$ cat config.mk
export PLATFORM = sky130hd
export DESIGN_NAME = uart_tx_drain
export DESIGN_NICKNAME = d
export VERILOG_FILES = /design/src/rtl/uart_pkg.sv /design/src/rtl/uart_baud_gen.sv /design/src/rtl/uart_tx_drain.sv
export SDC_FILE = /design/constraint.sdc
export NUM_CORES = 1
export LEC_CHECK = 0
export CORE_MARGIN = 4
export CORE_UTILIZATION = 35
export DETAILED_ROUTE_END_ITERATION = 16
export PLACE_DENSITY_LB_ADDON = 0.2
export RECOVER_POWER = 25
export SLEW_MARGIN = 10
export SYNTH_ARGS = -nofsm -noshare
export SYNTH_HDL_FRONTEND = slang
export SYNTH_SLANG_ARGS = --single-unit
$ cat constraint.sdc
create_clock -name clk -period 5.2 [get_ports clk]
set_input_delay 1.56 -clock clk [delete_from_list [all_inputs] [get_ports clk]]
set_output_delay 1.56 -clock clk [all_outputs]
set_load 0.05 [all_outputs]
$ cat src/rtl/uart_pkg.sv
// Shared types and constants for the FIFO-draining UART transmitter.
package uart_pkg;

  localparam int UART_FRAME_BITS      = 10;
  localparam int CLKS_PER_BIT_DEFAULT = 868;
  localparam int UART_DATA_W          = 8;

  typedef enum logic [2:0] {
    IDLE  = 3'd0,
    FETCH = 3'd1,
    LOAD  = 3'd2,
    START = 3'd3,
    DATA  = 3'd4,
    STOP  = 3'd5
  } tx_state_t;

endpackage

$ cat src/rtl/uart_baud_gen.sv
// Bit-period counter: free-running 0..CLKS_PER_BIT-1, restartable by clear.
module uart_baud_gen
  import uart_pkg::*;
#(
  parameter int CLKS_PER_BIT = CLKS_PER_BIT_DEFAULT
) (
  input  logic clk,
  input  logic rst,
  input  logic clear,
  output logic bit_done
);

  localparam int CNT_W = (CLKS_PER_BIT > 1) ? $clog2(CLKS_PER_BIT) : 1;
  localparam logic [CNT_W-1:0] CNT_LAST = CNT_W'(CLKS_PER_BIT - 1);

  logic [CNT_W-1:0] cnt;

  generate
    if (CLKS_PER_BIT < 2) begin : g_bad_param
      $error("uart_baud_gen: CLKS_PER_BIT must be at least 2");
    end
  endgenerate

  always_ff @(posedge clk or posedge rst) begin
    if (rst) begin
      cnt <= '0;
    end else if (clear || (cnt == CNT_LAST)) begin
      cnt <= '0;
    end else begin
      cnt <= cnt + CNT_W'(1);
    end
  end

  assign bit_done = (cnt == CNT_LAST);

endmodule

$ cat src/rtl/uart_tx_drain.sv
// Pops bytes from the upstream FIFO and sends each as a UART 8N1 frame, LSB first.
module uart_tx_drain
  import uart_pkg::*;
#(
  parameter int CLKS_PER_BIT = CLKS_PER_BIT_DEFAULT,
  parameter int DATA_W       = UART_DATA_W
) (
  input  logic              clk,
  input  logic              rst,
  input  logic              tx_en,
  input  logic              fifo_empty,
  input  logic [DATA_W-1:0] fifo_data,
  output logic              fifo_rd_en,
  output logic              tx,
  output logic              busy,
  output logic [15:0]       bytes_sent,
  output tx_state_t         state_dbg
);

  localparam int IDX_W = $clog2(DATA_W);
  localparam logic [IDX_W-1:0] IDX_LAST = IDX_W'(DATA_W - 1);

  tx_state_t         state, state_n;
  logic [DATA_W-1:0] shreg, shreg_n;
  logic [IDX_W-1:0]  bit_idx, bit_idx_n;
  logic [15:0]       bytes_sent_n;
  logic              tx_d, busy_d, rd_en_d;
  logic              bit_done, baud_clear;

  uart_baud_gen #(
    .CLKS_PER_BIT(CLKS_PER_BIT)
  ) u_baud (
    .clk     (clk),
    .rst     (rst),
    .clear   (baud_clear),
    .bit_done(bit_done)
  );

  always_ff @(posedge clk or posedge rst) begin
    if (rst) begin
      state      <= IDLE;
      shreg      <= '0;
      bit_idx    <= '0;
      bytes_sent <= '0;
      tx         <= 1'b1;
      busy       <= 1'b0;
      fifo_rd_en <= 1'b0;
    end else begin
      state      <= state_n;
      shreg      <= shreg_n;
      bit_idx    <= bit_idx_n;
      bytes_sent <= bytes_sent_n;
      tx         <= tx_d;
      busy       <= busy_d;
      fifo_rd_en <= rd_en_d;
    end
  end

  // Outputs are registered by computing them from the next state.
  always_comb begin
    state_n      = state;
    shreg_n      = shreg;
    bit_idx_n    = bit_idx;
    bytes_sent_n = bytes_sent;
    baud_clear   = 1'b0;
    unique case (state)
      IDLE: begin
        if (tx_en && !fifo_empty) state_n = FETCH;
      end
      FETCH: begin
        state_n = LOAD;
      end
      LOAD: begin
        shreg_n    = fifo_data;
        bit_idx_n  = '0;
        baud_clear = 1'b1;
        state_n    = START;
      end
      START: begin
        if (bit_done) state_n = DATA;
      end
      DATA: begin
        if (bit_done) begin
          shreg_n   = shreg >> 1;
          bit_idx_n = bit_idx + IDX_W'(1);
          if (bit_idx == IDX_LAST) state_n = STOP;
        end
      end
      STOP: begin
        if (bit_done) begin
          bytes_sent_n = bytes_sent + 16'd1;
          state_n      = (tx_en && !fifo_empty) ? FETCH : IDLE;
        end
      end
      default: begin
        state_n = IDLE;
      end
    endcase

    rd_en_d = (state_n == FETCH);
    busy_d  = (state_n != IDLE);
    case (state_n)
      START:   tx_d = 1'b0;
      DATA:    tx_d = shreg_n[0];
      default: tx_d = 1'b1;
    endcase
  end

  assign state_dbg = state;

endmodule

==> flow_summary.yaml, run 1 <==
power:
  vdd_drop_max_v: 0.000134
  leakage_uw: 0.00113
  power_density_mw_per_mm2: 230
clock_network:
  cts_setup_buffers: 0
  insertion_delay_ns: 0.29
  cts_resized: 0
  cts_hold_buffers: 0
  cts_tree: "built"
  clkSlewWorstSetupHoldPaths_ns: 0.07
  cts.htree.levels: 2
  clock-root-buffer: "clkbuf_8"
  cts_buffers: 5
  clock-sinks: 43
  cts.path.max_buffers: 2
detailed_routing:
  totalWireLength_um: 3880
  post-route-drc-count: 0
  wl_per_cell_um: 12.6
  drt_iter0_drc: 56
  viasPerCell: 4.92
  firstDrtPassIters: 4
  ant_nets: 0
  vias: 1511
sta:
  slew_headroom_pct: -53.0
  finalCritPeriodShare_pct: 71.9
  setup_violations: 0
  maxSlewViolCount: 44
  worstMarginPinSlew_ns: 2.29
  tns_ns: 0
  fmax_mhz: 268
  layout_min_cycle_time_ns: 3.74
  fin_skew_ns: 0.00382
  hold_violations: 0
  rsz0062_at_grt: "false"
  setup_ws_ns: 1.46
synth:
  postSynthAreaPerCell_sq_um: 10.4
  ys_warn_count: 0
  synthArstFlopShare_pct: 100
  synth_area_sq_mm: 0.00204
  synthAdderAreaFrac_pct: 2.45
  synth_fp_nets: 213
  ys.flop_type: "dfrtp_1"
  synth_edf_count: 0
  synth-xor-area-share_pct: 10.3
  synth-simple-area-share_pct: 21.8
  synth_cell_types: 41
  synth_compound_area_share_pct: 9.12
  synth.yosys.seq_area_share_pct: 52.7
  synth_top_family_by_area: "simple AND/OR/NAND/NOR gates"
  synthMuxAreaShare_pct: 1.59
  ys_seq_elements: 43
  synthCells: 197
layout:
  final_cell_mix: "dfrtp_1, clkdlybuf4s50_1, nand2_1, nor2_1"
  multi_input_area_sq_um: 918
  n_antenna_cell: 0
  drive_gt1_share_pct: 5.53
  final_common_cell: "dfrtp_1"
  ff_latch_area_sq_mm: 0.00108
  fin_area_sq_mm: 0.00255
  area_growth_pct: 24.5
  final_nets: 250
  fillCellCount: 575
setup_path:
  critPathBufInv: 3
  crit_family: "buffers and inverters"
  critPathKind: "input port to asynchronous set/reset pin"
  path_max_fanout: 43
  startpoint_type: "input port"
  rr_startpoint: "u_baud.cnt[0]"
  r2r_cells: 6
  critPathCaptureType: "asynchronous set/reset pin"
  r2r_end: "bytes_sent[14]"
  required_ns: 5.13
  critPathArrivalTime_ns: 3.67
  cp_slowest_stage_delay_ns: 1.63
  r2r_setup_slack_ns: 2.63
  crit_path_top_delay_cell: "clkbuf_1"
  path_cells: "clkdlybuf4s50_1 > inv_1 > clkbuf_1"
hold_path:
  min_to: "bytes_sent[15]"
  hold-path-cell-count: 1
  hold_path_class: "flip-flop to flip-flop"
  holdCritStartpoint: "bytes_sent[15]"
floorplan:
  die_y_um: 84.4
  initial_core_util_pct: 36.7
  die_w_um: 84.4
  core_sq_mm: 0.00557
  rows: 27
  pin_count: 34
  die_area_sq_mm: 0.00713
outcome:
  violations: "max-capacitance violations, max-slew violations"
  status: "complete, but fails checks"
global_route:
  overflow: 0
  grt_antenna_before_repair: 0
  grt_pass1_vias: 1489
  track_usage_pct: 11.6
  grt_max_degree: 44
  grt_pass1_wl_um: 6730
place:
  dp_worst_setup_slack_ns: 2.10
  placed_area_sq_mm: 0.00247
  io_buffers: 33
  hpwl_um: 2800
  gp_congestion: 0.717
flow_run:
  cap_violations: 1
## worst max-delay path by stage
stage | startpoint | end | depth (start not counted)
after detailed placement | tx_en | tx | 6
after floorplan | rst | bit_idx[0] | 1
after CTS | state_dbg[0] | state_dbg[0] | 1
after global placement | tx_en | tx | 6
final | rst | u_baud.cnt[4] | 3
after global routing | rst | u_baud.cnt[7] | 3
## power by group
part	internal [uW]	switching (uW)	total (uW)
sequential	337	1.78	339
clock	121	105	226
combinational	9.63	10.1	19.7
total	468	117	585
## stage by stage
stage	utilization [%]	hold slack [ns]	power, uW	std cells
3_3_place_gp	44.3	0.459	366	299
2_1_floorplan	-	0.438	354	197
3_5_place_dp	44.3	0.461	367	299
4_1_cts	46.1	0.474	601	307
6_report	45.7	0.467	585	307
5_1_grt	45.7	0.498	613	307
## cells in the mapped netlist, types with 2 or more instances
cell type  number  area (sq um)
nand2_1        31           116
and2_1          2          12.5
nor3b_1         2          15.0
a22oi_1         6          45.0
and3_1          5          31.3
inv_1           6          22.5
xnor2_1        12           105
clkbuf_1        4          15.0
nor2_1         18          67.6
ha_1            4          50.1
nand4_1         5          31.3
a21oi_1         3          15.0
nor3_1          3          15.0
xor2_1         12           105
nor4_1          3          18.8
o22ai_1         2          12.5
a2bb2oi_1       2          17.5
mux2_2          2          22.5
o21ai_0         4          20.0
dfrtp_1        42          1050
nand3_1         9          45.0
## cell families (layout without fill, tap and decap cells)
group / after synthesis / in the layout
and+or+nand+nor: 88 / 88
muxes: 3 / 3
DFF: 43 / 43
buffers and inverters: 11 / 49
AOI/OAI and AO/OA: 24 / 24
adders and majority gates: 4 / 4
xor gates and xnor gates: 24 / 24
## per-layer routing
layer  track usage, %  vias to the layer above  wire length [um]
met5                0                        -                 0
met4             4.75                        0                61
met3             2.45                        7               132
met2             19.4                       24              1890
met1             14.6                      719              1790
li1                 -                      761                 -
## sequential cells by signal (all words and copies together), names as in the netlist
| name | count |
|---|---|
| busy | 1 |
| state_dbg | 3 |
| bit_idx | 3 |
| tx | 1 |
| u_baud.cnt | 10 |
| bytes_sent | 16 |
| fifo_rd_en | 1 |
| shreg | 8 |
## cell type report
cell class | instances | area share [%]
tap | 72 | 3.54
sequential | 43 | 42.3
timing repair buffer | 35 | 13.3
inverter | 6 | 0.885
clock buffer | 8 | 3.93
multi-input combinational | 143 | 36.1
(Power assumes the default switching activity.)
==> inputs of run 2 (changes only) <==
==> constraint.sdc (replaced) <==
create_clock -name clk -period 3.7 [get_ports clk]
set_input_delay 1.11 -clock clk [delete_from_list [all_inputs] [get_ports clk]]
set_output_delay 1.11 -clock clk [all_outputs]
set_load 0.05 [all_outputs]
==> flow_summary.yaml, run 2 (synthesis gave the netlist of run 1 again) <==
sta:
  rsz0062_at_grt: "false"
  slew_headroom_pct: 29.3
  fmax_mhz: 345
  worstMarginPinSlew_ns: 1.06
  layout_min_cycle_time_ns: 2.89
  tns_ns: 0
  setup_ws_ns: 0.806
  setup_violations: 0
  finalCritPeriodShare_pct: 78.2
  hold_violations: 0
  maxSlewViolCount: 0
  fin_skew_ns: 0.00505
floorplan:
  die_y_um: 84.4
  pin_count: 34
  initial_core_util_pct: 36.7
  die_area_sq_mm: 0.00713
  core_sq_mm: 0.00557
  die_w_um: 84.4
  rows: 27
clock_network:
  clock-root-buffer: "clkbuf_8"
  insertion_delay_ns: 0.29
  clkSlewWorstSetupHoldPaths_ns: 0.08
  cts.path.max_buffers: 2
  cts_tree: "built"
  cts_resized: 0
  cts_hold_buffers: 0
  clock-sinks: 43
  cts.htree.levels: 2
  cts_setup_buffers: 0
  cts_buffers: 5
detailed_routing:
  viasPerCell: 4.90
  drt_iter0_drc: 35
  wl_per_cell_um: 12.8
  vias: 1508
  post-route-drc-count: 0
  totalWireLength_um: 3950
  firstDrtPassIters: 4
  ant_nets: 0
global_route:
  track_usage_pct: 11.9
  grt_max_degree: 44
  grt_pass1_vias: 1455
  overflow: 0
  grt_pass1_wl_um: 6770
  grt_antenna_before_repair: 0
place:
  hpwl_um: 2860
  io_buffers: 33
  placed_area_sq_mm: 0.00247
  gp_congestion: 0.803
  dp_worst_setup_slack_ns: 1.02
setup_path:
  crit_path_top_delay_cell: "clkdlybuf4s50_1"
  required_ns: 2.59
  crit_family: "buffers and inverters"
  path_cells: "clkdlybuf4s50_1"
  critPathBufInv: 1
  critPathCaptureType: "output port"
  startpoint_type: "flip-flop"
  critPathArrivalTime_ns: 1.78
  critPathKind: "flip-flop to output port"
  cp_slowest_stage_delay_ns: 0.89
  path_max_fanout: 14
layout:
  drive_gt1_share_pct: 8.05
  area_growth_pct: 25.8
  largestRegisters: "bytes_sent x16, u_baud.cnt x10, shreg x8"
  largest_reg_flops: 16
  n_antenna_cell: 0
  regMostFlops: "bytes_sent"
  fin_util_pct: 46.2
  final_cell_mix: "dfrtp_1, clkdlybuf4s50_1, nand2_1, nor2_1"
  final_common_cell: "dfrtp_1"
  final_nets: 251
  fin_area_sq_mm: 0.00257
power:
  vdd_drop_max_v: 0.000182
  power_density_mw_per_mm2: 321
  power.total_uw: 826
  leakage_uw: 0.00115
flow_run:
  cap_violations: 0
hold_path:
  hold_path_class: "flip-flop to flip-flop"
outcome:
  status: "finished clean"
[run 2: changes by cell type in the layout (fill, tap and decap cells not counted), sizes merged]
cell,before,now
buf,0,2
clkbuf,10,9
clkdlybuf4s50,33,32
dlygate4sd3,0,1
[run 2: final cells by class]
cell class | instances | area, sq um
clock buffer | 8 | 100
sequential | 43 | 1080
inverter | 6 | 22.5
timing repair buffer | 36 | 350
tap | 72 | 90.1
multi-input combinational | 143 | 932
fill | 540 | 3000
[run 2: power by group]
part           leakage [uW]  internal (uW)  switching, uW
logic              0.000554           13.5           14.1
registers          0.000540            474           2.39
clock network     0.0000515            170            152
[run 2: stage by stage]
| step | std cells | hold WS (ns) |
|---|---|---|
| floorplan | 197 | 0.438 |
| global placement | 300 | 0.455 |
| detailed placement | 300 | 0.461 |
| CTS | 308 | 0.474 |
| global route | 308 | 0.498 |
| finish | 308 | 0.467 |
[run 2: per-layer routing]
metal | global-route usage [%] | share of wire, % | up-vias
met5 | 0 | 0 | -
met4 | 3.88 | 1.4 | 0
met3 | 4.32 | 5.1 | 5
met2 | 19.5 | 48 | 28
met1 | 14.6 | 46 | 714
li1 | - | - | 761
[run 2: worst paths after layout]
| check | slack, ns | end | from | cells after the start |
|---|---|---|---|---|
| max in group asynchronous | 1.46 | bytes_sent[2] | rst | 3 |
| max | 0.81 | state_dbg[1] | state_dbg[1] | 1 |
| min reg2reg | 0.47 | bytes_sent[15] | bytes_sent[15] | 1 |
| max reg2reg | 1.16 | bytes_sent[14] | u_baud.cnt[0] | 6 |
| min | 0.47 | bytes_sent[15] | bytes_sent[15] | 1 |
| min in group asynchronous | 1.59 | bytes_sent[10] | rst | 3 |
